## src/rtl/regfile_pkg.sv

```systemverilog
// Shared types and elaboration-time parameter checks for the multi-port register file.
package regfile_pkg;

    typedef enum logic {
        IDLE  = 1'b0,
        CLEAR = 1'b1
    } rf_state_t;

    function automatic bit is_pow2(input int unsigned v);
        return (v >= 2) && ((v & (v - 1)) == 0);
    endfunction

    function automatic bit params_legal(input int unsigned data_w,
                                        input int unsigned depth,
                                        input int unsigned n_rd);
        return (data_w >= 1) && is_pow2(depth) && (n_rd >= 1);
    endfunction

endpackage

```

## src/rtl/regfile_mp_if.sv

```systemverilog
// Write, read and clear-handshake bundle between the decode stage (master) and the register file (slave).
interface regfile_mp_if #(
    parameter int unsigned DATA_W = 8,
    parameter int unsigned DEPTH  = 4,
    parameter int unsigned N_RD   = 2
);
    localparam int unsigned ADDR_W = $clog2(DEPTH);

    logic                     we;
    logic [ADDR_W-1:0]        wa;
    logic [DATA_W-1:0]        wd;
    logic                     wready;
    logic [N_RD-1:0]          re;
    logic [N_RD*ADDR_W-1:0]   ra;
    logic [N_RD*DATA_W-1:0]   rd;
    logic [N_RD-1:0]          rvalid;
    logic                     clr_req;
    logic                     clr_busy;
    logic                     clr_done;

    modport master (
        output we, wa, wd, re, ra, clr_req,
        input  wready, rd, rvalid, clr_busy, clr_done
    );

    modport slave (
        input  we, wa, wd, re, ra, clr_req,
        output wready, rd, rvalid, clr_busy, clr_done
    );

endinterface

```

## src/rtl/regfile_clear_fsm.sv

```systemverilog
// Clear-sweep controller: walks a pointer over every entry, one per cycle, and
// owns the busy/done handshake and the write-ready decode.
module regfile_clear_fsm
    import regfile_pkg::*;
#(
    parameter  int unsigned DEPTH  = 4,
    localparam int unsigned ADDR_W = $clog2(DEPTH)
) (
    input  logic              CLK,
    input  logic              reset,
    input  logic              clr_req_i,
    output logic              clr_we_o,
    output logic [ADDR_W-1:0] clr_addr_o,
    output logic              wready_o,
    output logic              clr_busy_o,
    output logic              clr_done_o
);
    localparam logic [ADDR_W-1:0] LAST_ADDR = ADDR_W'(DEPTH - 1);

    rf_state_t         state_q, state_d;
    logic [ADDR_W-1:0] ptr_q,   ptr_d;
    logic              busy_q,  busy_d;
    logic              done_q,  done_d;

    // NOTE: every output of this block is assigned a default before the case,
    // so no path leaves a value unassigned and no latch is inferred.
    always_comb begin
        state_d  = state_q;
        ptr_d    = ptr_q;
        busy_d   = busy_q;
        done_d   = 1'b0;
        clr_we_o = 1'b0;

        unique case (state_q)
            IDLE: begin
                if (clr_req_i) begin
                    state_d = CLEAR;
                    ptr_d   = '0;
                    busy_d  = 1'b1;
                end
            end
            CLEAR: begin
                clr_we_o = 1'b1;
                ptr_d    = ptr_q + ADDR_W'(1);
                if (ptr_q == LAST_ADDR) begin
                    state_d = IDLE;
                    busy_d  = 1'b0;
                    done_d  = 1'b1;
                end
            end
            default: state_d = IDLE;
        endcase
    end

    // NOTE: state registers use non-blocking assignments so every flop samples
    // the pre-edge value of its peers regardless of evaluation order.
    always_ff @(posedge CLK) begin
        if (reset) begin
            state_q <= IDLE;
            ptr_q   <= '0;
            busy_q  <= 1'b0;
            done_q  <= 1'b0;
        end else begin
            state_q <= state_d;
            ptr_q   <= ptr_d;
            busy_q  <= busy_d;
            done_q  <= done_d;
        end
    end

    // The master sees write-ready drop in the same cycle reset is applied.
    assign wready_o   = (state_q == IDLE) && !reset;
    assign clr_addr_o = ptr_q;
    assign clr_busy_o = busy_q;
    assign clr_done_o = done_q;

endmodule

```

## src/rtl/regfile_mp.sv

```systemverilog
// Parametrised register file: flop storage with a clear-over-write mux, N registered
// read ports with optional write-first bypass, and an optional hardwired-zero entry 0.
module regfile_mp
    import regfile_pkg::*;
#(
    parameter int unsigned DATA_W   = 8,
    parameter int unsigned DEPTH    = 4,
    parameter int unsigned N_RD     = 2,
    parameter bit          ZERO_REG = 1'b0,
    parameter bit          BYPASS   = 1'b1
) (
    input  logic        CLK,
    input  logic        reset,
    regfile_mp_if.slave bus
);
    localparam int unsigned ADDR_W = $clog2(DEPTH);

    if (!params_legal(DATA_W, DEPTH, N_RD)) begin : g_param_check
        $error("regfile_mp: DEPTH must be a power of two >= 2; DATA_W and N_RD must be >= 1");
    end

    logic              clr_we;
    logic [ADDR_W-1:0] clr_addr;

    regfile_clear_fsm #(
        .DEPTH (DEPTH)
    ) u_clear_fsm (
        .CLK        (CLK),
        .reset      (reset),
        .clr_req_i  (bus.clr_req),
        .clr_we_o   (clr_we),
        .clr_addr_o (clr_addr),
        .wready_o   (bus.wready),
        .clr_busy_o (bus.clr_busy),
        .clr_done_o (bus.clr_done)
    );

    logic              wr_en;
    logic [ADDR_W-1:0] wr_addr;
    logic [DATA_W-1:0] wr_data;

    // Clear has priority; a dropped entry-0 write is also invisible to the bypass path.
    always_comb begin
        wr_en   = 1'b0;
        wr_addr = bus.wa;
        wr_data = bus.wd;
        if (clr_we) begin
            wr_en   = 1'b1;
            wr_addr = clr_addr;
            wr_data = '0;
        end else if (bus.we && bus.wready) begin
            wr_en = 1'b1;
        end
        if (ZERO_REG && (wr_addr == '0)) begin
            wr_en = 1'b0;
        end
    end

    logic [DATA_W-1:0] mem_q [DEPTH];

    // NOTE: the array is reset (and swept) as ordinary flops because reads must
    // return zero right after reset; this precludes mapping it onto a RAM macro.
    always_ff @(posedge CLK) begin
        if (reset) begin
            for (int k = 0; k < int'(DEPTH); k++) begin
                mem_q[k] <= '0;
            end
        end else if (wr_en) begin
            mem_q[wr_addr] <= wr_data;
        end
    end

    logic [ADDR_W-1:0]      ra_port [N_RD];
    logic [N_RD*DATA_W-1:0] rd_q,     rd_d;
    logic [N_RD-1:0]        rvalid_q, rvalid_d;

    always_comb begin
        for (int i = 0; i < int'(N_RD); i++) begin
            ra_port[i] = bus.ra[i*ADDR_W +: ADDR_W];
        end
    end

    always_comb begin
        rd_d     = rd_q;
        rvalid_d = bus.re;
        for (int i = 0; i < int'(N_RD); i++) begin
            if (bus.re[i]) begin
                rd_d[i*DATA_W +: DATA_W] = mem_q[ra_port[i]];
                if (BYPASS && wr_en && (wr_addr == ra_port[i])) begin
                    rd_d[i*DATA_W +: DATA_W] = wr_data;
                end
                if (ZERO_REG && (ra_port[i] == '0)) begin
                    rd_d[i*DATA_W +: DATA_W] = '0;
                end
            end
        end
    end

    always_ff @(posedge CLK) begin
        if (reset) begin
            rd_q     <= '0;
            rvalid_q <= '0;
        end else begin
            rd_q     <= rd_d;
            rvalid_q <= rvalid_d;
        end
    end

    assign bus.rd     = rd_q;
    assign bus.rvalid = rvalid_q;

    a_done_not_busy: assert property (@(posedge CLK) disable iff (reset)
        bus.clr_done |-> !bus.clr_busy);

    a_no_user_write_in_sweep: assert property (@(posedge CLK) disable iff (reset)
        clr_we |-> !bus.wready);

endmodule

```

## src/flat_wrapper.sv

```systemverilog
// flat-port wrapper written by rule: the top's interface ports become plain ports
module regfile_mp_flat import regfile_pkg::*;
#(
    parameter int unsigned DATA_W   = 8,
    parameter int unsigned DEPTH    = 4,
    parameter int unsigned N_RD     = 2,
    parameter bit          ZERO_REG = 1'b0,
    parameter bit          BYPASS   = 1'b1
)
  (CLK, reset, bus_we, bus_wa, bus_wd, bus_re, bus_ra, bus_clr_req, bus_wready, bus_rd, bus_rvalid, bus_clr_busy, bus_clr_done);
  regfile_mp_if #(.DATA_W(DATA_W), .DEPTH(DEPTH), .N_RD(N_RD)) bus_i ();
  input  logic CLK;
  input  logic reset;
  input wire logic [$bits(bus_i.we)-1:0] bus_we;
  input wire logic [$bits(bus_i.wa)-1:0] bus_wa;
  input wire logic [$bits(bus_i.wd)-1:0] bus_wd;
  input wire logic [$bits(bus_i.re)-1:0] bus_re;
  input wire logic [$bits(bus_i.ra)-1:0] bus_ra;
  input wire logic [$bits(bus_i.clr_req)-1:0] bus_clr_req;
  output wire logic [$bits(bus_i.wready)-1:0] bus_wready;
  output wire logic [$bits(bus_i.rd)-1:0] bus_rd;
  output wire logic [$bits(bus_i.rvalid)-1:0] bus_rvalid;
  output wire logic [$bits(bus_i.clr_busy)-1:0] bus_clr_busy;
  output wire logic [$bits(bus_i.clr_done)-1:0] bus_clr_done;
  assign bus_i.we = bus_we;
  assign bus_i.wa = bus_wa;
  assign bus_i.wd = bus_wd;
  assign bus_i.re = bus_re;
  assign bus_i.ra = bus_ra;
  assign bus_i.clr_req = bus_clr_req;
  assign bus_wready = bus_i.wready;
  assign bus_rd = bus_i.rd;
  assign bus_rvalid = bus_i.rvalid;
  assign bus_clr_busy = bus_i.clr_busy;
  assign bus_clr_done = bus_i.clr_done;
  regfile_mp #(.DATA_W(DATA_W), .DEPTH(DEPTH), .N_RD(N_RD), .ZERO_REG(ZERO_REG), .BYPASS(BYPASS)) u_core (.CLK(CLK), .reset(reset), .bus(bus_i));
endmodule
```

## config.mk

```make
export PLATFORM = sky130hd
export DESIGN_NAME = regfile_mp_flat
export DESIGN_NICKNAME = d
export VERILOG_FILES = /design/src/rtl/regfile_pkg.sv /design/src/rtl/regfile_mp_if.sv /design/src/rtl/regfile_clear_fsm.sv /design/src/rtl/regfile_mp.sv /design/src/flat_wrapper.sv
export SDC_FILE = /design/constraint.sdc
export NUM_CORES = 1
export LEC_CHECK = 0
export BUFFER_PORTS_ARGS = -buffer_cell sky130_fd_sc_hd__buf_4
export CAP_MARGIN = 20
export CELL_PAD_IN_SITES_DETAIL_PLACEMENT = 1
export CELL_PAD_IN_SITES_GLOBAL_PLACEMENT = 2
export CORE_UTILIZATION = 37
export CTS_CLUSTER_DIAMETER = 60
export DETAILED_ROUTE_END_ITERATION = 6
export PLACE_DENSITY_LB_ADDON = 0.25
export RECOVER_POWER = 25
export SLEW_MARGIN = 15
export SYNTH_ARGS = -nofsm -noshare
export SYNTH_HDL_FRONTEND = slang
export SYNTH_HIERARCHICAL = 1
export SYNTH_SLANG_ARGS = --single-unit
```

## constraint.sdc

```tcl
create_clock -name CLK -period 2.5 [get_ports CLK]
set_input_delay 0.5 -clock CLK [delete_from_list [all_inputs] [get_ports CLK]]
set_output_delay 0.5 -clock CLK [all_outputs]
set_load 0.01 [all_outputs]
```

==> impl_metrics.json <==
{
  "outcome": "complete, no violations",
  "p_comb_share_pct": 15.8,
  "grt_max_degree": 26,
  "grt_use_total_pct": 18.5,
  "endpoint_kind": "register",
  "synthTopCellsByArea": "edfxtp_1 34%, dfxtp_1 16%, mux4_2 13%",
  "syn_area_per_cell_um2": 11.0,
  "cts_root_buffer": "clkbuf_8",
  "post-route-period-util_pct": 87.9,
  "synth_area_leader_cell": "edfxtp_1",
  "power_w": 0.00186,
  "grt_antenna_before_repair": 0,
  "setup_viol": 0,
  "antenna_cells": 0,
  "grt_pass1_vias": 2001,
  "p_int_w": 0.00134,
  "crit_arrival_ns": 2.15,
  "period_minus_slack_ns": 2.20,
  "cp.required_ns": 2.45,
  "cts_buffers": 5,
  "finalClockSkew_ns": 0.00716,
  "coreArea_mm2": 0.00733,
  "synth_cell_types": 35,
  "met2_length_mm": 2.94,
  "die_x_um": 89.5,
  "drt_iter0_drc": 147,
  "first_pass_iters": 7,
  "hold_depth": 3,
  "criticalPathCategory": "reg2reg",
  "clk_path_buf_depth": 2,
  "clk_pin_slew_ns": 0.11,
  "num_rows": 31,
  "leakagePower_nw": 1.20,
  "dieArea_mm2": 0.00802,
  "yosysTopAreaCellShare_pct": 33.9,
  "fin_setup_tns_ns": 0,
  "hold_viol_final": 0,
  "via_count": 2051,
  "placed_cell_area_mm2": 0.00321,
  "reg2regPathDepth": 5,
  "grt_remaining_overflow": 0,
  "cp-start-kind": "register",
  "wl_met1_mm": 3.39,
  "hold_path_class": "in2reg",
  "clock.fmax_mhz": 455,
  "gp_congestion": 0.720,
  "final_area_mm2": 0.00322,
  "ys_ff_latch": 55,
  "syn2layout_area_growth_pct": 13.5,
  "post_cts_buffers": 0,
  "cts_resized": 0,
  "drtAntennaViolNets": 0,
  "grt_pass1_wl_mm": 11.0,
  "dpl.hpwl_mm": 5.06,
  "p_seq_share_pct": 56.3,
  "synth_edf_count": 32,
  "synthArstFlopShare_pct": 0,
  "top_layer": "met4",
  "viasPerCell": 5.23,
  "clock_sinks": 55,
  "fin_cells": 392,
  "drc": 0,
  "placed_cells": 384,
  "drt_wl_total_mm": 6.69,
  "synth_common_cells": "32 x edfxtp_1, 31 x nand2_1, 31 x nor2_1",
  "powerDensity_mw_per_mm2": 578,
  "ir_worst_vdd_uv": 226,
  "maxCapViolCount": 0,
  "cts_hold_buf": 0,
  "yosysSeqAreaShare_pct": 50.1,
  "sw_frac_of_total_pct": 27.8,
  "clockPowerShare_pct": 27.8,
  "ys.flop_type": "edfxtp_1",
  "slew_headroom_pct": 47.3,
  "syn_area_mm2": 0.00284,
  "slew_violations": 0,
  "rsz0062_at_grt": "false",
  "initial_core_util_pct": 38.7,
  "portBuffers": 40,
  "yosysMostFrequentCell": "edfxtp_1",
  "tightest_slew_ns": 0.788,
  "switchingPower_w": 0.000517,
  "clk_latency_ns": 0.32,
  "critPathMaxFanout": 14,
  "syn_nets": 279,
  "synthCells": 257,
  "dr_wl_met3_um": 290,
  "finalNetCount": 314,
  "pre_cts_ws_ns": 0.225,
  "wire_per_inst_um": 17.1,
  "cts_tree": "yes",
  "drive_gt1_share_pct": 18.4,
  "setup_ws_ns": 0.302,
  "htreeDepth": 2,
  "io_pins": 41,
  "yosysWarnings": 6,
  "die_y_um": 89.5
}
-- cells in the final DEF, fill, tap and decap left out, types with 2 or more instances in the layout --
cell type    n
a21oi_1      3
nand3b_1     3
nand2b_1     4
buf_4       25
a31o_2       2
mux4_2      16
o22ai_1      2
a31oi_1     16
nor2b_1      2
clkbuf_8     5
nand4_1     16
clkinvlp_4   2
or4b_1       2
nor2_1      31
clkbuf_1    22
nand3_1      4
nor3b_1      3
a211oi_1     5
ha_1         2
nand2_1     31
xnor2_2      2
o21bai_1    16
edfxtp_1    32
dfxtp_1     23
or3_1        3
inv_1       11
-- logic make-up after synthesis --
group	after synthesis	synth area share [%]
simple gates	105	18.4
flops	55	50.1
compound gates	46	11.3
buf+inv	30	5.12
mux	17	13.1
xor+xnor	2	1.15
fa+ha+maj	2	0.882
-- sequential cells by signal, summed over array words and instances, names as in the netlist --
name                           count
u_core/mem_q                      32
u_core/bus.rd                     16
u_core/bus.rvalid                  2
u_core/u_clear_fsm/clr_addr_o      2
u_core/u_clear_fsm/clr_busy_o      1
u_core/u_clear_fsm/clr_done_o      1
u_core/u_clear_fsm/state_q         1
-- power groups by stage --
stage          Combinational, W  Clock [W]  Sequential [W]
3_3_place_gp           0.000312          0         0.00107
5_1_grt                0.000328   0.000584         0.00106
2_1_floorplan          0.000194          0         0.00107
3_5_place_dp           0.000316          0         0.00107
6_report               0.000294   0.000517         0.00105
4_1_cts                0.000317   0.000535         0.00105
-- critical path: stages (launching register included) --
cell and delay, ns:
dfxtp_1 0.58, nor2_1 0.16, nand4bb_1 0.17, and2_0 0.21
nor2_1 0.08, nor2_1 0.62
-- worst paths after layout --
kind                            slack [ns]                     startpoint                       endpoint
worst max-delay path                  0.30     u_core/u_clear_fsm/state_q             u_core/mem_q[3][2]
worst min-delay path                  0.47                      bus_wd[5]              u_core/bus.rd[13]
worst max register to register        0.30     u_core/u_clear_fsm/state_q             u_core/mem_q[3][2]
worst min register to register        0.50  u_core/u_clear_fsm/clr_busy_o  u_core/u_clear_fsm/clr_busy_o
-- metrics by stage --
stage	hold slack (ns)	util, %
final	0.468	43.9
after global routing	0.461	43.9
after CTS	0.419	45.0
after detailed placement	0.486	43.8
after global placement	0.478	43.8
after floorplan	0.519	-
-- area by class of cell --
class / instances / area, um^2
fillers: 833 / 4110
flip-flops and latches: 55 / 1420
multi-input cells: 172 / 1270
repair buffers: 47 / 270
well taps: 99 / 124
clock buffers: 5 / 68.8
inverters: 11 / 41.3
clock inverters: 3 / 23.8
-- routing by layer --
metal  global-route usage [%]  vias up
met5                        0        -
met4                     5.63        0
met3                     2.68        7
met2                     28.3       46
met1                     27.3      974
li1                         -     1024
Note: power is estimated with default switching activity, not from simulation.
